`src/rtl/sensor_scan_if.sv`:
```
// Sensor-side bundle for the scan scheduler: control inputs, per-channel
// trigger/echo pins and the measurement result.
interface sensor_scan_if #(
  parameter int NUM_SENSORS = 4
) ();
  localparam int CH_W = $clog2(NUM_SENSORS);

  logic                   enable;
  logic [NUM_SENSORS-1:0] chan_mask;
  logic [NUM_SENSORS-1:0] TRIGGER;
  logic [NUM_SENSORS-1:0] ECHO;
  logic [15:0]            DISTANCE;
  logic [CH_W-1:0]        DISTANCE_CH;
  logic                   DISTANCE_VALID;
  logic                   TIMEOUT;
  logic                   busy;

  modport master (
    output enable, chan_mask, ECHO,
    input  TRIGGER, DISTANCE, DISTANCE_CH, DISTANCE_VALID, TIMEOUT, busy
  );

  modport slave (
    input  enable, chan_mask, ECHO,
    output TRIGGER, DISTANCE, DISTANCE_CH, DISTANCE_VALID, TIMEOUT, busy
  );
endinterface

```
`src/rtl/sensor_scan_scheduler.sv`:
```
// Round-robin ultrasonic ranger scheduler: one trigger/echo timing engine
// shared across channels, echo width converted to cm by a running sub-counter.
module sensor_scan_scheduler #(
  parameter int NUM_SENSORS    = 4,
  parameter int TRIG_CYCLES    = 1000,
  parameter int CYC_PER_CM     = 5800,
  parameter int TIMEOUT_CYCLES = 3800000,
  parameter int GUARD_CYCLES   = 6000000
) (
  input  logic         clk,
  input  logic         rst,
  sensor_scan_if.slave bus
);
  localparam int CH_W  = $clog2(NUM_SENSORS);
  localparam int MAX_A = (TRIG_CYCLES > GUARD_CYCLES) ? TRIG_CYCLES : GUARD_CYCLES;
  localparam int MAX_C = (MAX_A > TIMEOUT_CYCLES) ? MAX_A : TIMEOUT_CYCLES;
  localparam int CNT_W = $clog2(MAX_C + 1);
  localparam int SUB_W = (CYC_PER_CM > 1) ? $clog2(CYC_PER_CM) : 1;

  typedef enum logic [2:0] {IDLE, TRIG, WAIT_RISE, MEASURE, REPORT, GUARD} state_t;

  state_t            state_q, state_d;
  logic [CH_W-1:0]   ch_q, ch_d, nxt_ch;
  logic [CNT_W-1:0]  cnt_q, cnt_d;
  logic [SUB_W-1:0]  sub_q, sub_d, step_sub, sub_base;
  logic [15:0]       cm_q, cm_d, step_cm, cm_base;
  logic              echo_q, echo_d, echo_cur, any_ch, tmo_hit;
  logic [15:0]       dist_q, dist_d;
  logic [CH_W-1:0]   dch_q, dch_d;
  logic              to_q, to_d, vld_q, vld_d;

  // Next enabled channel strictly after the pointer; the smallest offset wins.
  always_comb begin
    nxt_ch = ch_q;
    any_ch = |bus.chan_mask;
    for (int i = NUM_SENSORS; i >= 1; i--) begin
      int j;
      j = int'(ch_q) + i;
      if (j >= NUM_SENSORS) j = j - NUM_SENSORS;
      if (bus.chan_mask[CH_W'(j)]) nxt_ch = CH_W'(j);
    end
  end

  assign echo_cur = bus.ECHO[ch_q];
  assign tmo_hit  = (cnt_q == CNT_W'(TIMEOUT_CYCLES - 1));

  // One echo-high cycle of the cm converter; the rise cycle starts from zero.
  always_comb begin
    sub_base = (state_q == MEASURE) ? sub_q : '0;
    cm_base  = (state_q == MEASURE) ? cm_q  : '0;
    if (sub_base == SUB_W'(CYC_PER_CM - 1)) begin
      step_sub = '0;
      step_cm  = (cm_base == 16'hFFFE) ? cm_base : cm_base + 16'd1;
    end else begin
      step_sub = sub_base + SUB_W'(1);
      step_cm  = cm_base;
    end
  end

  always_comb begin
    state_d = state_q;
    ch_d    = ch_q;
    cnt_d   = cnt_q;
    sub_d   = sub_q;
    cm_d    = cm_q;
    echo_d  = echo_cur;
    dist_d  = dist_q;
    dch_d   = dch_q;
    to_d    = to_q;
    vld_d   = 1'b0;
    case (state_q)
      IDLE: begin
        if (bus.enable && any_ch) begin
          ch_d    = nxt_ch;
          cnt_d   = '0;
          state_d = TRIG;
        end
      end
      TRIG: begin
        if (cnt_q == CNT_W'(TRIG_CYCLES - 1)) begin
          cnt_d   = '0;
          state_d = WAIT_RISE;
        end else begin
          cnt_d = cnt_q + CNT_W'(1);
        end
      end
      WAIT_RISE, MEASURE: begin
        cnt_d = cnt_q + CNT_W'(1);
        if (tmo_hit) begin
          // Timeout takes priority over an echo edge in the same cycle.
          dist_d  = 16'hFFFF;
          to_d    = 1'b1;
          dch_d   = ch_q;
          vld_d   = 1'b1;
          state_d = REPORT;
        end else if (state_q == WAIT_RISE) begin
          if (echo_cur && !echo_q) begin
            sub_d   = step_sub;
            cm_d    = step_cm;
            state_d = MEASURE;
          end
        end else if (echo_cur) begin
          sub_d = step_sub;
          cm_d  = step_cm;
        end else begin
          dist_d  = cm_q;
          to_d    = 1'b0;
          dch_d   = ch_q;
          vld_d   = 1'b1;
          state_d = REPORT;
        end
      end
      REPORT: begin
        cnt_d   = '0;
        state_d = GUARD;
      end
      GUARD: begin
        if (cnt_q == CNT_W'(GUARD_CYCLES - 1)) begin
          cnt_d = '0;
          if (bus.enable && any_ch) begin
            ch_d    = nxt_ch;
            state_d = TRIG;
          end else begin
            state_d = IDLE;
          end
        end else begin
          cnt_d = cnt_q + CNT_W'(1);
        end
      end
      default: state_d = IDLE;
    endcase
  end

  always_ff @(posedge clk or posedge rst) begin
    if (rst) begin
      state_q <= IDLE;
      ch_q    <= CH_W'(NUM_SENSORS - 1);
      cnt_q   <= '0;
      sub_q   <= '0;
      cm_q    <= '0;
      echo_q  <= 1'b0;
      dist_q  <= '0;
      dch_q   <= '0;
      to_q    <= 1'b0;
      vld_q   <= 1'b0;
    end else begin
      state_q <= state_d;
      ch_q    <= ch_d;
      cnt_q   <= cnt_d;
      sub_q   <= sub_d;
      cm_q    <= cm_d;
      echo_q  <= echo_d;
      dist_q  <= dist_d;
      dch_q   <= dch_d;
      to_q    <= to_d;
      vld_q   <= vld_d;
    end
  end

  // Trigger decodes straight from state so an async reset drops it at once.
  for (genvar i = 0; i < NUM_SENSORS; i++) begin : g_trig
    assign bus.TRIGGER[i] = (state_q == TRIG) && (ch_q == CH_W'(i));
  end

  assign bus.DISTANCE       = dist_q;
  assign bus.DISTANCE_CH    = dch_q;
  assign bus.DISTANCE_VALID = vld_q;
  assign bus.TIMEOUT        = to_q;
  assign bus.busy           = (state_q != IDLE);
endmodule

```
`src/flat_wrapper.sv`:
```
// flat-port wrapper written by rule: the top's interface ports become plain ports
module sensor_scan_scheduler_flat 
#(
  parameter int NUM_SENSORS    = 4,
  parameter int TRIG_CYCLES    = 1000,
  parameter int CYC_PER_CM     = 5800,
  parameter int TIMEOUT_CYCLES = 3800000,
  parameter int GUARD_CYCLES   = 6000000
)
  (clk, rst, bus_enable, bus_chan_mask, bus_ECHO, bus_TRIGGER, bus_DISTANCE, bus_DISTANCE_CH, bus_DISTANCE_VALID, bus_TIMEOUT, bus_busy);
  sensor_scan_if #(.NUM_SENSORS(NUM_SENSORS)) bus_i ();
  input  logic clk;
  input  logic rst;
  input wire logic [$bits(bus_i.enable)-1:0] bus_enable;
  input wire logic [$bits(bus_i.chan_mask)-1:0] bus_chan_mask;
  input wire logic [$bits(bus_i.ECHO)-1:0] bus_ECHO;
  output wire logic [$bits(bus_i.TRIGGER)-1:0] bus_TRIGGER;
  output wire logic [$bits(bus_i.DISTANCE)-1:0] bus_DISTANCE;
  output wire logic [$bits(bus_i.DISTANCE_CH)-1:0] bus_DISTANCE_CH;
  output wire logic [$bits(bus_i.DISTANCE_VALID)-1:0] bus_DISTANCE_VALID;
  output wire logic [$bits(bus_i.TIMEOUT)-1:0] bus_TIMEOUT;
  output wire logic [$bits(bus_i.busy)-1:0] bus_busy;
  assign bus_i.enable = bus_enable;
  assign bus_i.chan_mask = bus_chan_mask;
  assign bus_i.ECHO = bus_ECHO;
  assign bus_TRIGGER = bus_i.TRIGGER;
  assign bus_DISTANCE = bus_i.DISTANCE;
  assign bus_DISTANCE_CH = bus_i.DISTANCE_CH;
  assign bus_DISTANCE_VALID = bus_i.DISTANCE_VALID;
  assign bus_TIMEOUT = bus_i.TIMEOUT;
  assign bus_busy = bus_i.busy;
  sensor_scan_scheduler #(.NUM_SENSORS(NUM_SENSORS), .TRIG_CYCLES(TRIG_CYCLES), .CYC_PER_CM(CYC_PER_CM), .TIMEOUT_CYCLES(TIMEOUT_CYCLES), .GUARD_CYCLES(GUARD_CYCLES)) u_core (.clk(clk), .rst(rst), .bus(bus_i));
endmodule
```
`config.mk`:
```
export PLATFORM = sky130hd
export DESIGN_NAME = sensor_scan_scheduler_flat
export DESIGN_NICKNAME = d
export VERILOG_FILES = /design/src/rtl/sensor_scan_if.sv /design/src/rtl/sensor_scan_scheduler.sv /design/src/flat_wrapper.sv
export SDC_FILE = /design/constraint.sdc
export NUM_CORES = 1
export LEC_CHECK = 0
export BUFFER_PORTS_ARGS = -buffer_cell sky130_fd_sc_hd__buf_2
export CAP_MARGIN = 20
export CORE_ASPECT_RATIO = 1.1
export CORE_MARGIN = 10
export CORE_UTILIZATION = 65
export CTS_BUF_LIST = sky130_fd_sc_hd__clkbuf_8
export DETAILED_ROUTE_END_ITERATION = 7
export GPL_TIMING_DRIVEN = 0
export PLACE_DENSITY = 0.86
export SLEW_MARGIN = 30
export SYNTH_ARGS = -nofsm -noshare
export SYNTH_HDL_FRONTEND = slang
export SYNTH_SLANG_ARGS = --single-unit
```
`constraint.sdc`:
```
create_clock -name clk -period 9.3 [get_ports clk]
set_input_delay 0.465 -clock clk [delete_from_list [all_inputs] [get_ports clk]]
set_output_delay 0.465 -clock clk [all_outputs]
set_load 0.1 [all_outputs]
```
==> out/results.ini, run 1 <==
[run_status]
outcome=complete, no violations

[worst_setup_path]
critPathLaunch=u_core.state_q[2]$_DFFE_PP0P_
worstPathMaxFanout=10
cp_num_buf_inv=4
crit_path_end_kind=register
crit_path_start_kind=register
cp_slowest_stage_delay_ns=0.68
endpoint=u_core.cm_q[10]$_DFFE_PP0P_
required_ns=9.55
path_cells=clkbuf_8 > and3b_1 > buf_2 > buf_2 > clkbuf_1 > and2_1 > ha_1 > and4b_1 > nand4_1 > a2111oi_2 > a21oi_1 > o21ai_0 > o21ai_0
r2r_end=u_core.cm_q[10]$_DFFE_PP0P_
crit_arrival_ns=4.02
r2r-start=u_core.state_q[2]$_DFFE_PP0P_
rr_worst_depth=13
path_depth=13
cpMaxStageDelayCell=a2111oi_2
cp_top_family=compound AO/OA/AOI/OAI gates
path_class=register to register
r2r_setup_slack_ns=5.53

[finish]
final_layout_size_suffix_gt1_share_pct=15.64
final_cell_mix=dfrtp_1 (76), nand2_1 (58), nor2_1 (44)
areaGrowthSynthToFinish_pct=11.93
final_cells=619
final_common_cell=dfrtp_1
nets=551
num-fill-cells=476
antennaDiodeCount=0

[clock_tree]
hold_buffers=0
clock-root-buffer=clkbuf_8
cts_setup_buffers=0
cts-resized-gates=0
cts_buffers=9
htreeDepth=3
cts_buffer_depth=2
clock_sinks=78
cts_tree=yes
insertion_delay_ns=0.37
path_clk_slew_ns=0.08

[grt]
grt_antenna_before_repair=0
grt_pass1_wl_mm=17.69
grt-ovfl-total=0
grt.total_usage_pct=19.70
grt_max_degree=52
grt_pass1_vias=3849

[floorplan]
num_rows=31
initial_core_util_pct=67.04
dieArea_um2=10550
fp.dieH_um=106.8
io_pins=36
dieWidth_um=98.86
coreArea_um2=6633

[sta]
relSlewSlack_pct=41.78
rsz0062_at_grt=false
setup_viol=0
fmax_ghz=0.2652
min_period_ns=3.771
tns_ns=0
skew_ns=0.009163
whs_ns=0.06471
period_share_pct=40.55
worst_pin_slew_ns=0.8653
finalHoldViolations=0
maxSlewViolCount=0

[flow_run]
drv_cap=0

[pwr]
power_switching_uw=218.1
pwr-share-seq_pct=49.1
power.density_nw_per_um2=154.9
sw_frac_of_total_pct=28.30
pwr-share-clk_pct=37.6
ir_drop_mv=0.1121
leakagePower_uw=0.002234
internal_power_uw=552.7
combPwrFrac_pct=13.3

[synth]
syn_nets=504
ys_async_sr_fraction_pct=100.0
ys.flop_type=dfrtp_1
ys_types=70
yosys_register_bits=78
synth-edff-count=0
synth-warning-count=0
synth_area_um2=4447
synth_area_leaders=dfrtp_1 (43%), nand2_1 (4.9%), o21ai_0 (4.6%)
synth.avg_cell_area_um2=9.169
yosysTopAreaCell=dfrtp_1
synth_cells=485
yosysTopAreaCellShare_pct=42.77
yosysSeqAreaShare_pct=43.95

[place]
portBuffers=35
place_congestion=0.9579
dpl.hpwl_mm=7.502
dpl.cell_count=603

[route]
first_pass_iters=5
drc=0
wl_mm=10.43
route.antenna.remaining_nets=0
avgRoutedWirePerCell_um=16.84
drt_iter0_drc=257
vias_per_cell=6.414
vias=3970

[min_path]
holdCritPathClass=input pin to asynchronous set/reset pin

==> cell usage after synthesis, types with 7 or more instances <==
master / count
a21oi_1: 20
a31oi_1: 9
and3_1: 9
buf_2: 7
clkbuf_1: 8
dfrtp_1: 76
ha_1: 8
inv_1: 17
nand2_1: 58
nand3_1: 26
nand4_1: 12
nor2_1: 44
nor3_1: 9
nor4_1: 7
o21ai_0: 41
o22a_1: 16
xor2_1: 10
==> how the worst min path moves through the flow <==
stage	from	to	depth (start not counted)	slack [ns]
final	rst	u_core.sub_q[10]$_DFFE_PP0P_	2	0.06
after global routing	rst	u_core.sub_q[10]$_DFFE_PP0P_	2	0.09
after CTS	rst	u_core.sub_q[12]$_DFFE_PP0P_	2	0.09
after detailed placement	rst	u_core.sub_q[12]$_DFFE_PP0P_	2	0.47
after global placement	u_core.bus.DISTANCE_CH[0]$_DFFE_PP0P_	u_core.bus.DISTANCE_CH[0]$_DFFE_PP0P_	1	0.46
after floorplan	u_core.sub_q[1]$_DFFE_PP0P_	u_core.sub_q[1]$_DFFE_PP0P_	2	0.46
==> sequential cells by signal (all words and copies together) (netlist names) <==
register / count
u_core.bus.DISTANCE: 16
u_core.bus.DISTANCE_CH: 2
u_core.bus.DISTANCE_VALID: 1
u_core.bus.TIMEOUT: 1
u_core.ch_q: 2
u_core.cm_q: 16
u_core.cnt_q: 23
u_core.echo_q: 1
u_core.state_q: 3
u_core.sub_q: 13
==> power groups by stage <==
stage	Clock, uW	Sequential (uW)	Combinational [uW]
2_1_floorplan	0	380	81.5
3_3_place_gp	0	383	97.3
3_5_place_dp	0	385	102
4_1_cts	290	378	103
5_1_grt	304	382	116
6_report	290	378	103
==> kinds of logic after synthesis <==
kind of cell | share of synthesized area [%]
and+or+nand+nor | 24.70
AOI/OAI and AO/OA | 19.22
xor gates and xnor gates | 3.151
adders and majority gates | 2.251
DFF | 43.95
muxes | 2.138
buffers and inverters | 4.586
==> through the flow <==
| step | util, % | total power [uW] | area (um^2) | worst slack, ns |
|---|---|---|---|---|
| 6_report | 75.04 | 770.9 | 4977 | 5.529 |
| 2_1_floorplan | - | 461.4 | 4447 | 6.297 |
| 4_1_cts | 75.04 | 770.4 | 4977 | 5.605 |
| 3_5_place_dp | 71.68 | 487.0 | 4755 | 5.717 |
| 3_3_place_gp | 71.23 | 480.6 | 4725 | 5.749 |
| 5_1_grt | 75.04 | 801.4 | 4977 | 5.222 |
==> area by class of cell <==
type	count	area, um^2	share of cell area (%)
Sequential cell	78	1954	39.27
Buffer	22	140.1	2.815
Tap cell	82	102.6	2.061
Clock inverter	6	85.08	1.709
Clock buffer	10	137.6	2.765
Inverter	17	66.31	1.332
Multi-Input combinational cell	368	2288	45.98
Timing Repair Buffer	36	202.7	4.072
==> routing by layer <==
layer	vias to the layer above	part of all wire, %	track usage (%)
li1	1884	-	-
met1	1925	40	22.88
met2	140	52	34.78
met3	21	5.8	4.367
met4	0	1.7	6.967
met5	-	0	0
Note: power is estimated with default switching activity, not from simulation.
==> run 2: changes to the inputs <==
Settings changed: CORE_UTILIZATION 65 to 62, PLACE_DENSITY 0.86 to 0.82.
Clock period 9.3 ns to 3.6 ns, I/O delays scaled along.
==> out/results.ini, run 2 (synthesis gave the netlist of run 1 again) <==
[clock_tree]
cts_tree=yes
clock-root-buffer=clkbuf_8
path_clk_slew_ns=0.08
cts_buffers=9
insertion_delay_ns=0.36
htreeDepth=3
cts_buffer_depth=2
clock_sinks=78

[worst_setup_path]
cp_top_family=simple AND/OR/NAND/NOR gates
r2r_setup_slack_ns=0.14
critPathLaunch=u_core.state_q[2]$_DFFE_PP0P_
r2r_end=u_core.cm_q[0]$_DFFE_PP0P_
required_ns=3.87
cp_slowest_stage_delay_ns=0.69
cpMaxStageDelayCell=nor4_2
crit_path_start_kind=register
path_cells=clkbuf_8 > and3b_1 > buf_2 > buf_2 > clkbuf_2 > and2_1 > ha_1 > nand4_1 > nor4_2 > a211oi_2 > o21ai_0 > nand2_1 > o21ai_0
path_depth=13
path_class=register to register
worstPathMaxFanout=10
cp_num_buf_inv=4
crit_path_end_kind=register
r2r-start=u_core.state_q[2]$_DFFE_PP0P_
endpoint=u_core.cm_q[0]$_DFFE_PP0P_
crit_arrival_ns=3.72
rr_worst_depth=13

[sta]
skew_ns=0.01150
worst_pin_slew_ns=0.8081
setup_viol=0
tns_ns=0
final.setup.worst_slack_ns=0.1419
fmax_ghz=0.2892
maxSlewViolCount=0
relSlewSlack_pct=45.63
min_period_ns=3.458
period_share_pct=96.06
finalHoldViolations=0
rsz0062_at_grt=false

[grt]
grt.total_usage_pct=19.09
grt_pass1_wl_mm=17.49
grt_max_degree=51
grt_antenna_before_repair=0
grt_pass1_vias=3768
grt-ovfl-total=0

[route]
vias_per_cell=6.238
vias=3899
drc=0
route.antenna.remaining_nets=0
drt_iter0_drc=229
avgRoutedWirePerCell_um=16.61
wl_mm=10.38
first_pass_iters=5

[finish]
final_cell_mix=dfrtp_1 (76), nand2_1 (58), nor2_1 (44)
largest_register=u_core.cnt_q
final_common_cell=dfrtp_1
antennaDiodeCount=0
nets=554
largest_register_ffs=23
num-fill-cells=482
final_layout_size_suffix_gt1_share_pct=16.67
areaGrowthSynthToFinish_pct=14.32

[floorplan]
num_rows=32
dieArea_um2=10960
dieWidth_um=100.7
fp.dieH_um=108.8
initial_core_util_pct=63.46
io_pins=36
coreArea_um2=7007

[place]
place_congestion=0.9258
portBuffers=35
dpl.hpwl_mm=7.321
dp_slack_ns=-0.04230

[min_path]
holdCritPathClass=input pin to register

[pwr]
power.density_nw_per_um2=416.9
ir_drop_mv=0.2814
leakagePower_uw=0.002277

[flow_run]
drv_cap=0

[run_status]
outcome=complete, no violations

run 2: changes by cell type in the layout (fill, tap and decap cells not counted), sizes merged:
| cell | change |
|---|---|
| clkbuf | -1 |
| dlygate4sd3 | +1 |
| clkinv | +1 |
| clkinvlp | -2 |
| bufinv | +2 |
| buf | +2 |
run 2: worst min-delay path by stage:
stage	from	endpoint	slack, ns	depth (start not counted)
CTS	bus_ECHO[0]	u_core.echo_q$_DFF_PP0_	0.23	2
detailed placement	rst	u_core.sub_q[9]$_DFFE_PP0P_	0.19	2
finish	bus_enable	u_core.ch_q[0]$_DFFE_PP1P_	0.22	4
global route	bus_ECHO[0]	u_core.echo_q$_DFF_PP0_	0.23	2
global placement	u_core.bus.DISTANCE_CH[0]$_DFFE_PP0P_	u_core.bus.DISTANCE_CH[0]$_DFFE_PP0P_	0.46	1
floorplan	bus_chan_mask[1]	u_core.ch_q[1]$_DFFE_PP1P_	0.42	3
run 2: worst min-delay path: stages:
cell and delay [ns]:
buf_2 0.09, o211ai_1 0.08, a31oi_1 0.15, a21oi_1 0.08
run 2: what timing repair did:
action                     in CTS  in global routing
buffers inserted                0                  2
cloned                          0                  0
hold endpoints to repair       28                  0
pin swaps                       0                  2
hold buffers                    1                  0
setup endpoints to repair       4                 12
resized for setup               0                  6
run 2: power by group:
| group | internal [uW] | total, uW | switching, uW |
|---|---|---|---|
| clock | 534 | 879 | 344 |
| combinational | 97.8 | 264 | 166 |
| sequential | 924 | 976 | 52.1 |
| total | 1560 | 2120 | 563 |
run 2: metal layers:
metal / vias to the layer above / GRT usage (%) / share of wire, %
met1: 1867 / 22.98 / 42
met5: - / 0 / 0
met2: 128 / 33.29 / 51
met3: 23 / 3.608 / 5.3
met4: 0 / 6.667 / 2.0
li1: 1881 / - / -
run 2: through the flow:
stage | instance area (um^2) | hold WS (ns) | std cells | util, % | power [uW]
after global placement | 4728 | 0.4643 | 605 | 67.48 | 1242
after detailed placement | 4758 | 0.1946 | 606 | 67.91 | 1257
after CTS | 5039 | 0.2301 | 623 | 71.91 | 2129
after global routing | 5084 | 0.2284 | 625 | 72.55 | 2193
final | 5084 | 0.2230 | 625 | 72.55 | 2119
after floorplan | 4447 | 0.4231 | 485 | - | 1192
run 2: layout make-up:
type                            instances  area [um^2]  area share [%]
Multi-Input combinational cell        368         2317           45.58
Sequential cell                        78         1954           38.44
Inverter                               17        66.31           1.304
Tap cell                               85        106.4           2.092
Buffer                                 22        141.4           2.781
Clock buffer                            9        123.9           2.437
Clock inverter                          7        146.4           2.880
Timing Repair Buffer                   39        227.7           4.479
==> run 3: changes to the inputs <==
Settings changed: RECOVER_POWER from default to 100.
==> out/results.ini, run 3 (synthesis gave the netlist of run 1 again) <==
[sta]
finalHoldViolations=0
setup_viol=0
maxSlewViolCount=0
rsz0062_at_grt=false
fmax_ghz=0.2910
worst_pin_slew_ns=1.266
skew_ns=0.01214
min_period_ns=3.436
period_share_pct=95.45
relSlewSlack_pct=14.87

[flow_run]
drv_cap=0

[floorplan]
coreArea_um2=7007
fp.dieH_um=108.8
num_rows=32
dieArea_um2=10960
dieWidth_um=100.7
initial_core_util_pct=63.46
io_pins=36

[grt]
grt_pass1_wl_mm=17.49
grt_max_degree=51
grt.total_usage_pct=19.09
grt-ovfl-total=0
grt_pass1_vias=3768
grt_antenna_before_repair=0

[worst_setup_path]
required_ns=3.87
worstPathMaxFanout=10
r2r_setup_slack_ns=0.16
path_cells=clkbuf_8 > and3b_1 > buf_2 > buf_2 > clkbuf_2 > and2_1 > ha_1 > nand4_1 > nor4_2 > a211oi_2 > o21ai_0 > nand2_1 > o21ai_0
critPathLaunch=u_core.state_q[2]$_DFFE_PP0P_
crit_arrival_ns=3.71
crit_path_end_kind=register
r2r-start=u_core.state_q[2]$_DFFE_PP0P_
cp_num_buf_inv=4
crit_path_start_kind=register
path_class=register to register
cp_slowest_stage_delay_ns=0.69
cp_top_family=simple AND/OR/NAND/NOR gates
cpMaxStageDelayCell=nor4_2
r2r_end=u_core.cm_q[0]$_DFFE_PP0P_
rr_worst_depth=13

[clock_tree]
htreeDepth=3
clock-root-buffer=clkbuf_8
cts_tree=yes
cts_buffer_depth=2
cts_buffers=9
clock_sinks=78
path_clk_slew_ns=0.09
insertion_delay_ns=0.36

[min_path]
holdCritPathClass=input pin to register
holdPathEnd=u_core.ch_q[0]$_DFFE_PP1P_
hold_start=bus_enable
hold_depth=4

[finish]
final_layout_size_suffix_gt1_share_pct=10.19
num-fill-cells=518
nets=554
areaGrowthSynthToFinish_pct=12.01
largest_register_ffs=23
antennaDiodeCount=0
final_cell_mix=dfrtp_1 (76), nand2_1 (58), nor2_1 (44)
final_core_util_pct=71.09
largest_register=u_core.cnt_q
final_common_cell=dfrtp_1

[place]
dpl.hpwl_mm=7.321
place_congestion=0.9258
portBuffers=35

[route]
vias_per_cell=6.243
first_pass_iters=5
vias=3902
drt_iter0_drc=207
drc=0
route.antenna.remaining_nets=0
avgRoutedWirePerCell_um=16.73
wl_mm=10.45

[pwr]
power.density_nw_per_um2=423.7
ir_drop_mv=0.2806
p_total_uw=2111
leakagePower_uw=0.002136

[run_status]
outcome=complete, no violations

-- run 3: cell count changes in the layout (fill, tap and decap cells not counted), moves of 2 or more --
cell	change
buf_2	-28
buf_4	-2
clkbuf_1	+29
clkbuf_2	+2
-- run 3: metal layers --
metal / vias to the layer above / routed length [um] / track usage, %
met5: - / 0 / 0
met4: 0 / 136 / 6.667
met3: 16 / 550 / 3.608
met2: 142 / 5321 / 33.29
met1: 1864 / 4446 / 22.98
li1: 1880 / - / -
-- run 3: worst max-delay path by stage --
stage | end | slack (ns) | cells past startpoint
after floorplan | u_core.cm_q[9]$_DFFE_PP0P_ | 0.60 | 13
after global placement | u_core.cm_q[9]$_DFFE_PP0P_ | 0.05 | 13
after detailed placement | u_core.cm_q[4]$_DFFE_PP0P_ | -0.04 | 13
after CTS | u_core.cm_q[10]$_DFFE_PP0P_ | -0.09 | 13
after global routing | u_core.cm_q[2]$_DFFE_PP0P_ | 0.03 | 14
final | u_core.cm_q[0]$_DFFE_PP0P_ | 0.16 | 13
-- run 3: tightest hold or removal path, delay by kind of cell --
kind                   cells  cell delay [ns]
buffers and inverters      1             0.09
AO/OA/AOI/OAI              3             0.31
-- run 3: per-stage QoR --
step | cell area, um^2 | setup WS [ns] | hold slack (ns) | TNS, ns | instances
finish | 4981 | 0.1637 | 0.2303 | 0 | 625
global placement | 4728 | 0.05265 | 0.4643 | 0 | 605
CTS | 5039 | -0.09045 | 0.2301 | -0.1677 | 623
floorplan | 4447 | 0.5974 | 0.4231 | 0 | 485
detailed placement | 4758 | -0.04230 | 0.1946 | -0.05209 | 606
global route | 4981 | 0.02712 | 0.2284 | 0 | 625
-- run 3: power breakdown --
part / total (uW) / switching (uW) / leakage [uW] / internal (uW)
combinational: 253 / 163 / 0.000965 / 90.2
clock: 880 / 346 / 0.000134 / 534
sequential: 977 / 53.2 / 0.00104 / 924
-- run 3: layout make-up --
cell class              instances  area [um^2]  area share (%)
inverters                      17        65.06           1.306
repair buffers                 39        173.9           3.492
flip-flops and latches         78         1954           39.24
clock inverters                 7        146.4           2.939
plain buffers                  22        131.4           2.638
multi-input cells             368         2280           45.77
well taps                      85        106.4           2.135
clock buffers                   9        123.9           2.487
-- run 3: what timing repair did --
item | 4_1_cts | 5_1_grt
buffers inserted | 0 | 2
pin swaps | 0 | 2
endpoints found under the setup margin | 4 | 12
hold endpoints to repair | 28 | 0
cloned | 0 | 0
hold buffers | 1 | 0
gates resized for setup | 0 | 6
